### src/rtl/ps2_digit_entry.sv
// PS/2 scan-code-set-2 digit entry buffer: collects BCD digits with backspace, escape and enter.
// Optional macro PS2_DIGIT_NUMPAD_EN adds numpad digits and keypad enter (E0 5A).
module ps2_digit_entry #(
    parameter int unsigned NUM_DIGITS = 4,
    parameter int unsigned OVERWRITE  = 0,
    localparam int unsigned CNT_W     = $clog2(NUM_DIGITS + 1),
    localparam int unsigned DW        = 4 * NUM_DIGITS
) (
    input  logic             clk_i,
    input  logic             reset_i,
    input  logic [7:0]       keycode_i,
    input  logic             rx_done_i,
    output logic [DW-1:0]    digits_o,
    output logic [CNT_W-1:0] count_o,
    output logic             full_o,
    output logic [DW-1:0]    number_o,
    output logic             done_o
);

    if (NUM_DIGITS < 1 || NUM_DIGITS > 8) begin : g_param_check
        $error("NUM_DIGITS must be in 1..8");
    end

    typedef enum logic [1:0] {StIdle, StExt, StBreak} state_e;

    localparam logic [7:0] KeyBreak = 8'hF0;
    localparam logic [7:0] KeyExt   = 8'hE0;
    localparam logic [7:0] KeyBksp  = 8'h66;
    localparam logic [7:0] KeyEnter = 8'h5A;
    localparam logic [7:0] KeyEsc   = 8'h76;

    state_e           state_q, state_d;
    logic             rx_q;
    logic             ev;
    logic [DW-1:0]    digits_q, digits_d;
    logic [CNT_W-1:0] count_q, count_d;
    logic [DW-1:0]    number_q, number_d;
    logic             done_q, done_d;

    logic             act_digit, act_bksp, act_enter, act_esc;
    logic [4:0]       key_dec;
    logic [DW-1:0]    digit_ext;
    logic             is_full;

    // Returns {valid, bcd} for a make code that enters a digit.
    function automatic logic [4:0] decode_digit(input logic [7:0] code);
        logic [4:0] r;
        r = 5'b0;
        unique case (code)
            8'h45: r = {1'b1, 4'd0};
            8'h16: r = {1'b1, 4'd1};
            8'h1E: r = {1'b1, 4'd2};
            8'h26: r = {1'b1, 4'd3};
            8'h25: r = {1'b1, 4'd4};
            8'h2E: r = {1'b1, 4'd5};
            8'h36: r = {1'b1, 4'd6};
            8'h3D: r = {1'b1, 4'd7};
            8'h3E: r = {1'b1, 4'd8};
            8'h46: r = {1'b1, 4'd9};
`ifdef PS2_DIGIT_NUMPAD_EN
            8'h70: r = {1'b1, 4'd0};
            8'h69: r = {1'b1, 4'd1};
            8'h72: r = {1'b1, 4'd2};
            8'h7A: r = {1'b1, 4'd3};
            8'h6B: r = {1'b1, 4'd4};
            8'h73: r = {1'b1, 4'd5};
            8'h74: r = {1'b1, 4'd6};
            8'h6C: r = {1'b1, 4'd7};
            8'h75: r = {1'b1, 4'd8};
            8'h7D: r = {1'b1, 4'd9};
`endif
            default: r = 5'b0;
        endcase
        return r;
    endfunction

    // A held rx_done produces a single event on its rising edge.
    assign ev = rx_done_i & ~rx_q;

    always_ff @(posedge clk_i or posedge reset_i) begin
        if (reset_i) begin
            state_q <= StIdle;
        end else begin
            state_q <= state_d;
        end
    end

    always_comb begin
        state_d = state_q;
        if (ev) begin
            unique case (state_q)
                StIdle: begin
                    if (keycode_i == KeyBreak) begin
                        state_d = StBreak;
                    end else if (keycode_i == KeyExt) begin
                        state_d = StExt;
                    end
                end
                StExt:   state_d = (keycode_i == KeyBreak) ? StBreak : StIdle;
                StBreak: state_d = StIdle;
                default: state_d = StIdle;
            endcase
        end
    end

    always_comb begin
        key_dec   = decode_digit(keycode_i);
        act_digit = 1'b0;
        act_bksp  = 1'b0;
        act_enter = 1'b0;
        act_esc   = 1'b0;
        if (ev && state_q == StIdle) begin
            act_digit = key_dec[4];
            act_bksp  = (keycode_i == KeyBksp);
            act_enter = (keycode_i == KeyEnter);
            act_esc   = (keycode_i == KeyEsc);
        end
`ifdef PS2_DIGIT_NUMPAD_EN
        if (ev && state_q == StExt && keycode_i == KeyEnter) begin
            act_enter = 1'b1;
        end
`endif
    end

    assign is_full = (count_q == CNT_W'(NUM_DIGITS));

    always_comb begin
        digit_ext      = '0;
        digit_ext[3:0] = key_dec[3:0];
        digits_d       = digits_q;
        count_d        = count_q;
        number_d       = number_q;
        done_d         = 1'b0;
        if (act_digit) begin
            if (!is_full) begin
                digits_d = (digits_q << 4) | digit_ext;
                count_d  = count_q + CNT_W'(1);
            end else if (OVERWRITE != 0) begin
                digits_d = (digits_q << 4) | digit_ext;
            end
        end else if (act_bksp) begin
            if (count_q != '0) begin
                digits_d = digits_q >> 4;
                count_d  = count_q - CNT_W'(1);
            end
        end else if (act_esc) begin
            digits_d = '0;
            count_d  = '0;
        end else if (act_enter) begin
            number_d = digits_q;
            digits_d = '0;
            count_d  = '0;
            done_d   = 1'b1;
        end
    end

    always_ff @(posedge clk_i or posedge reset_i) begin
        if (reset_i) begin
            rx_q     <= 1'b0;
            digits_q <= '0;
            count_q  <= '0;
            number_q <= '0;
            done_q   <= 1'b0;
        end else begin
            rx_q     <= rx_done_i;
            digits_q <= digits_d;
            count_q  <= count_d;
            number_q <= number_d;
            done_q   <= done_d;
        end
    end

    assign digits_o = digits_q;
    assign count_o  = count_q;
    assign full_o   = is_full;
    assign number_o = number_q;
    assign done_o   = done_q;

endmodule

### config.mk
export PLATFORM = sky130hd
export DESIGN_NAME = ps2_digit_entry
export DESIGN_NICKNAME = d
export VERILOG_FILES = /design/src/rtl/ps2_digit_entry.sv
export SDC_FILE = /design/constraint.sdc
export NUM_CORES = 1
export LEC_CHECK = 0
export ABC_AREA = 1
export BUFFER_PORTS_ARGS = -buffer_cell sky130_fd_sc_hd__buf_2
export CAP_MARGIN = 25
export CORE_ASPECT_RATIO = 0.9
export CORE_UTILIZATION = 30
export DETAILED_ROUTE_END_ITERATION = 8
export GPL_TIMING_DRIVEN = 0
export PLACE_DENSITY_LB_ADDON = 0.05
export SLEW_MARGIN = 10
export SYNTH_ARGS = -nofsm -noshare
export SYNTH_HDL_FRONTEND = slang
export SYNTH_SLANG_ARGS = --single-unit
### constraint.sdc
create_clock -name clk_i -period 2.1 [get_ports clk_i]
set_input_delay 0 -clock clk_i [delete_from_list [all_inputs] [get_ports clk_i]]
set_output_delay 0 -clock clk_i [all_outputs]
set_load 0.01 [all_outputs]
After elaboration in Yosys (flattened, before gate mapping). Index checks and enable logic that the tools add are counted.

$add $sub $neg: 2. Eq/ne operators: 20. Mux-type cells: 25. Bitwise operators: 6. Reduce and logical (&&, ||, !) cells: 7.

Operators with widths (count): 16-bit two-way mux (6); 5-bit case mux with 10 select lines (1); 8-bit by 6-bit == test with 1-bit output, second input constant (6); 8-bit by 7-bit == test with 1-bit output, second input constant (5); 3-bit two-way mux (6); 8-bit by 5-bit == test with 1-bit output, second input constant (2); 8-bit == test, second input constant (2); 16-bit by 4-bit OR with 16-bit output (1); 1-bit two-way mux (8); 2-bit two-way mux (3); 1-bit inverter (4); 2-bit case mux with 2 select lines (1); 4-bit AND reduction (1); 4-bit nonzero test (1); 3-bit by 1-bit adder with 3-bit output, second input constant (1); 3-bit == test, second input constant (1); 3-bit by 2-bit != test with 1-bit output, second input constant (1); 3-bit != test, second input constant (1); 3-bit AND reduction (1); 3-bit nonzero test (1); 3-bit by 1-bit subtractor with 3-bit output, second input constant (1); 2-bit by 1-bit == test with 1-bit output, second input constant (1); 2-bit logical NOT (1); 2-bit != test, second input constant (1); other kinds (3) (3).

Bits in registers: 39. Input bits: 11. Output and inout port bits: 37.

Longest topological paths before layout.
Depth after elaboration: 8. Gate-level depth with buffers: 13.

Worst setup path before layout. No wires, ideal clock.

Path type: reg-to-reg. Start: reg count_q[0], in the netlist count_o[0]. End: reg digits_q[5], in the netlist digits_o[5]. Library setup time: 0.117 ns. Data arrival time: 1.514 ns. Required time: 1.983 ns. Slack: 0.469 ns. Cell stages (with the launch flop): 11. Period minus slack after synthesis: 1.631 ns. Cell sequence: dfrtp_1 inv_1 ha_1 ha_1 inv_1 nand3_4 nand2_4 inv_4 buf_12 nand2_2 nand2_2.

Cells in the longest elaborated chain, start to end: 3.

RTL lines: start, declared (line 36) `logic [CNT_W-1:0] count_q, count_d;`; start signal, assigned (line 167) `count_q <= count_d;`; 3-bit == test (line 125) `assign is_full = (count_q == CNT_W'(NUM_DIGITS));`; named net full_o (line 15) `output logic full_o,`; 2-bit != test (no line); 3-bit AND reduction (no line); end signal, assigned (line 166) `digits_q <= digits_d;`; end, declared (line 35) `logic [DW-1:0] digits_q, digits_d;`.

The timed path passes the listed nets, and every way through them passes these cells. A chain may end at the register's enable or synchronous reset.

Worst setup path after layout.
Start: reg rx_q. End: reg count_q[1], in the netlist count_o[1].

Cells in the longest elaborated chain, start to end: 7.

RTL lines: start, declared (line 33) `logic rx_q;`; start signal, assigned (line 165) `rx_q <= rx_done_i;`; 1-bit inverter (*) (line 78) `assign ev = rx_done_i & ~rx_q;`; 1-bit AND (*) (line 78); 1-bit logical AND (*) (line 112) `if (ev && state_q == StIdle) begin`; 1-bit two-way mux (line 112); 3-bit two-way mux (line 146) `end else if (act_esc) begin`; 3-bit two-way mux (line 141) `end else if (act_bksp) begin`; 3-bit two-way mux (line 134) `if (act_digit) begin`.

Mark *: on every way between the ends. The rest lies on a longest branch, timed or not.

==> summary.md <==
| Metric | Value |
|---|---|
| Status | `finished clean` |
| Post-Syn Instances | `275` |
| Cells on worst reg2reg path | `9` |
| Synth Area in Adders | `0.0232` |
| Post-synthesis net count | `290` |
| Total gr overflow | `0` |
| Layout Cells excl Fill | `approximately 420` |
| Cell internal pwr | `around 1300 µW` |
| Data required time of the worst path | `~2.3 ns` |
| Cts bufs inserted | `5` |
| Netlist cell types | `30` |
| Top delay family on crit path | `simple AND/OR/NAND/NOR gates` |
| CP Max Fanout | `10` |
| Post-synthesis simple-gate area fraction | `0.319` |
| Syn Area/Cell | `~7.8 µm²` |
| Max-slew headroom | `0.593` |
| Post-synthesis compound-gate area fraction | `0.0980` |
| Final TNS setup | `0 ns` |
| Die width | `91.4 µm` |
| TritonCTS clock tree | `done` |
| Power per Cell Area | `slightly below 700 nW/µm²` |
| DIE HEIGHT | `a little over 80 µm` |
| Initial antenna violation count | `0` |
| Final Setup Violations | `0` |
| Reg2Reg Launch Point | `rx_q` |
| Cell area after synthesis | `2160 µm²` |
| Fraction of layout cells with a size suffix above 1 | `0.311` |
| Worst Tran Pin Value | `0.611 ns` |
| Max-cap violations | `0` |
| Slowest cell on the critical path | `dfrtp_1` |
| Cts repair resizes | `0` |
| Final min period | `1.85 ns` |
| Post-CTS Setup Bufs | `0` |
| FF/Latch Area | `~980 µm²` |
| Avg Vias per Cell | `4.42` |
| Clock transition at path regs | `0.08 ns` |
| # diodes | `0` |
| Starting Density | `0.319` |
| Combinational family with the most area after synthesis | `simple AND/OR/NAND/NOR gates` |
| Multi-input gate area | `958 µm²` |
| XOR/XNOR Fraction of Synth Area | `0.00406` |
| Worst hold path class | `in2reg` |
| Overall power | `1810 µW` |
| Kind of end point of the critical path | `flop` |
| Sequential share of power | `0.474` |
| Via Count | `1875` |
| Vias in the first global route | `~1.8k` |
| All-Layer GR Usage | `0.160` |
| Placed cells | `413` |
| Switching share of power | `0.289` |
| Maximum resistive drop on vdd | `0.000236 V` |
| Full die area | `7530 µm²` |
| Commonest non-fill, non-tap cell in the layout | `nand2_1` |
| Router iterations before antenna repair | `4` |
| Mux share of post-synthesis cell area | `0` |
| Logic pwr share | `0.176` |
| Hold slack final | `roughly 0.05 ns` |
| Clock root buffer | `clkbuf_8` |
| #FFs+latches synth | `39` |
| Post-DP HPWL | `4.23 mm` |
| Buf+Inv Stages, Crit Path | `2` |
| Post-DRT Antenna Nets | `0` |
| Reg2reg setup slack | `0.25 ns` |
| Clock power frac | `0.350` |
| Sequential share of the synthesized area | `0.452` |
| First-pass GRT wire length | `9.26 mm` |
| Worst r2r dst | `count_o[1]` |
| Cell mode on critical path | `nor2_1` |
| IO Count | `48` |
| Critical path cell sequence | `nor2_2 > nand2_1 > inv_2 > buf_4 > nand3_1 > o21ai_2 > nand2_2 > nor2_1 > nor2_1` |
| Crit Path Category | `reg2reg` |
| Final RePlAce weighted congestion | `roughly 0.74` |
| F_max | `542 MHz` |
| Commonest non-fill, non-tap cells in the layout | `nand2_1, buf_2, dfrtp_1` |
| Yosys warning count | `0` |
| Layout fillers | `747` |
| Port bufs | `47` |
| Post-route DRC | `0` |
| Leakage | `roughly 0.0014 µW` |
| WHS Path Cells | `4` |
| Clock Skew | `0.00630 ns` |
| Hold Path Sink | `state_q[0]` |
| Wire per inst | `12.9 µm` |
| Slowest cell delay on critical path | `~0.39 ns` |
| Area Growth Syn to Fin | `23.7%` |
| Final wirelength | `roughly 5.5 mm` |
| Switching power | `522 µW` |
| CORE AREA | `6760 µm²` |
| Critical Path AT | `slightly above 2 ns` |
| Clk buf depth | `2` |
| Final period utilization | `0.879` |
| Hold bufs inserted after CTS | `3` |
| CTS H-Tree Depth | `2` |
| Starting DRT DRC Count | `91` |
| Final nets | `348` |
| Row count | `28` |
| Final Hold Vio Count | `0` |
| Largest net degree at the start of global routing | `33` |
| Slew Limit Fails | `0` |
| RSZ-0062 raised after global routing | `no` |
| Worst Hold Launch | `keycode_i[0]` |
| Clk Latency, worst-skew pair | `between 0.2 and 0.3 ns` |
| Clock sinks | `39` |
| Worst Setup Start Kind | `flop` |
[kinds of logic (layout without fill, tap and decap cells)]
| group | Yosys count | after routing |
|---|---|---|
| AND/OR/NAND/NOR | 141 | 141 |
| buffers and inverters | 51 | 110 |
| adder cells (fa/ha/maj) | 4 | 4 |
| flip-flops | 39 | 39 |
| AO/OA/AOI/OAI | 39 | 39 |
| XOR/XNOR | 1 | 1 |
[cell usage after synthesis]
library cell	number	area [µm²]
nand2_1	79	297
or2_2	1	6.26
buf_4	1	7.51
a21oi_1	2	10.0
xor2_1	1	8.76
ha_1	4	50.1
nand2_2	19	119
nand3_2	1	10.0
inv_4	1	6.26
and2_1	1	6.26
nor3_4	1	16.3
o21ai_0	29	145
nand2_4	1	11.3
buf_2	1	5.00
nor3_1	2	10.0
nor2_1	12	45.0
nand4_1	2	12.5
inv_1	36	135
buf_12	1	20.0
inv_2	7	26.3
o21ai_2	2	17.5
buf_6	1	11.3
nor2_2	6	37.5
o31ai_1	1	7.51
o22ai_1	5	31.3
clkbuf_1	3	11.3
dfrtp_1	39	976
nand3_1	12	60.1
nand3_4	2	35.0
nor2_4	2	22.5
[how the worst max path moves through the flow]
| stage | cells past startpoint | from | end |
|---|---|---|---|
| final | 9 | rx_q | count_o[1] |
| after global routing | 10 | rx_q | count_o[1] |
| after CTS | 10 | rx_q | count_o[1] |
| after detailed placement | 9 | rx_q | count_o[1] |
| after global placement | 9 | rx_q | count_o[1] |
| after floorplan | 10 | count_o[0] | digits_o[5] |
[stage by stage]
stage	setup WS [ns]	instance area [µm²]	util
detailed placement	0.265	2520	0.373
finish	0.254	2670	0.395
global placement	0.264	2500	0.370
floorplan	0.469	2160	-
CTS	0.245	2670	0.395
global route	0.00411	2670	0.395
[sequential cells by signal, indices dropped and copies added (netlist names)]
| name | cells |
|---|---|
| count_o | 3 |
| digits_o | 16 |
| done_o | 1 |
| number_o | 16 |
| rx_q | 1 |
| state_q | 2 |
[routing by layer]
layer | routed length [µm] | up-vias | part of all wire | global-route usage
li1 | - | 970 | - | -
met1 | 3020 | 863 | 0.55 | 0.241
met2 | 2200 | 38 | 0.40 | 0.232
met3 | 206 | 4 | 0.038 | 0.0339
met4 | 31 | 0 | 0.0057 | 0.0381
met5 | 0 | - | 0 | 0
[worst reg2reg max path, cell delays in order (launching register included)]
cell     delay (ns)
dfrtp_1        0.39
nor2_2         0.15
nand2_1        0.12
inv_2          0.07
buf_4          0.18
nand3_1        0.19
o21ai_2        0.27
nand2_2        0.18
nor2_1         0.12
nor2_1         0.05
[power by group through the flow]
stage	Clock, µW	Sequential, µW	Combinational (µW)
2_1_floorplan	0	892	165
3_3_place_gp	0	874	312
3_5_place_dp	0	873	319
4_1_cts	647	858	326
5_1_grt	680	868	374
6_report	633	856	319
[final cells by class]
class	count	area share
flip-flops and latches	39	0.366
multi-input cells	185	0.359
repair buffers	51	0.107
inverters	44	0.0629
well taps	90	0.0422
clock buffers	5	0.0258
plain buffers	7	0.0206
clock inverters	3	0.0164
No activity file was read; power rests on OpenSTA's default activity.
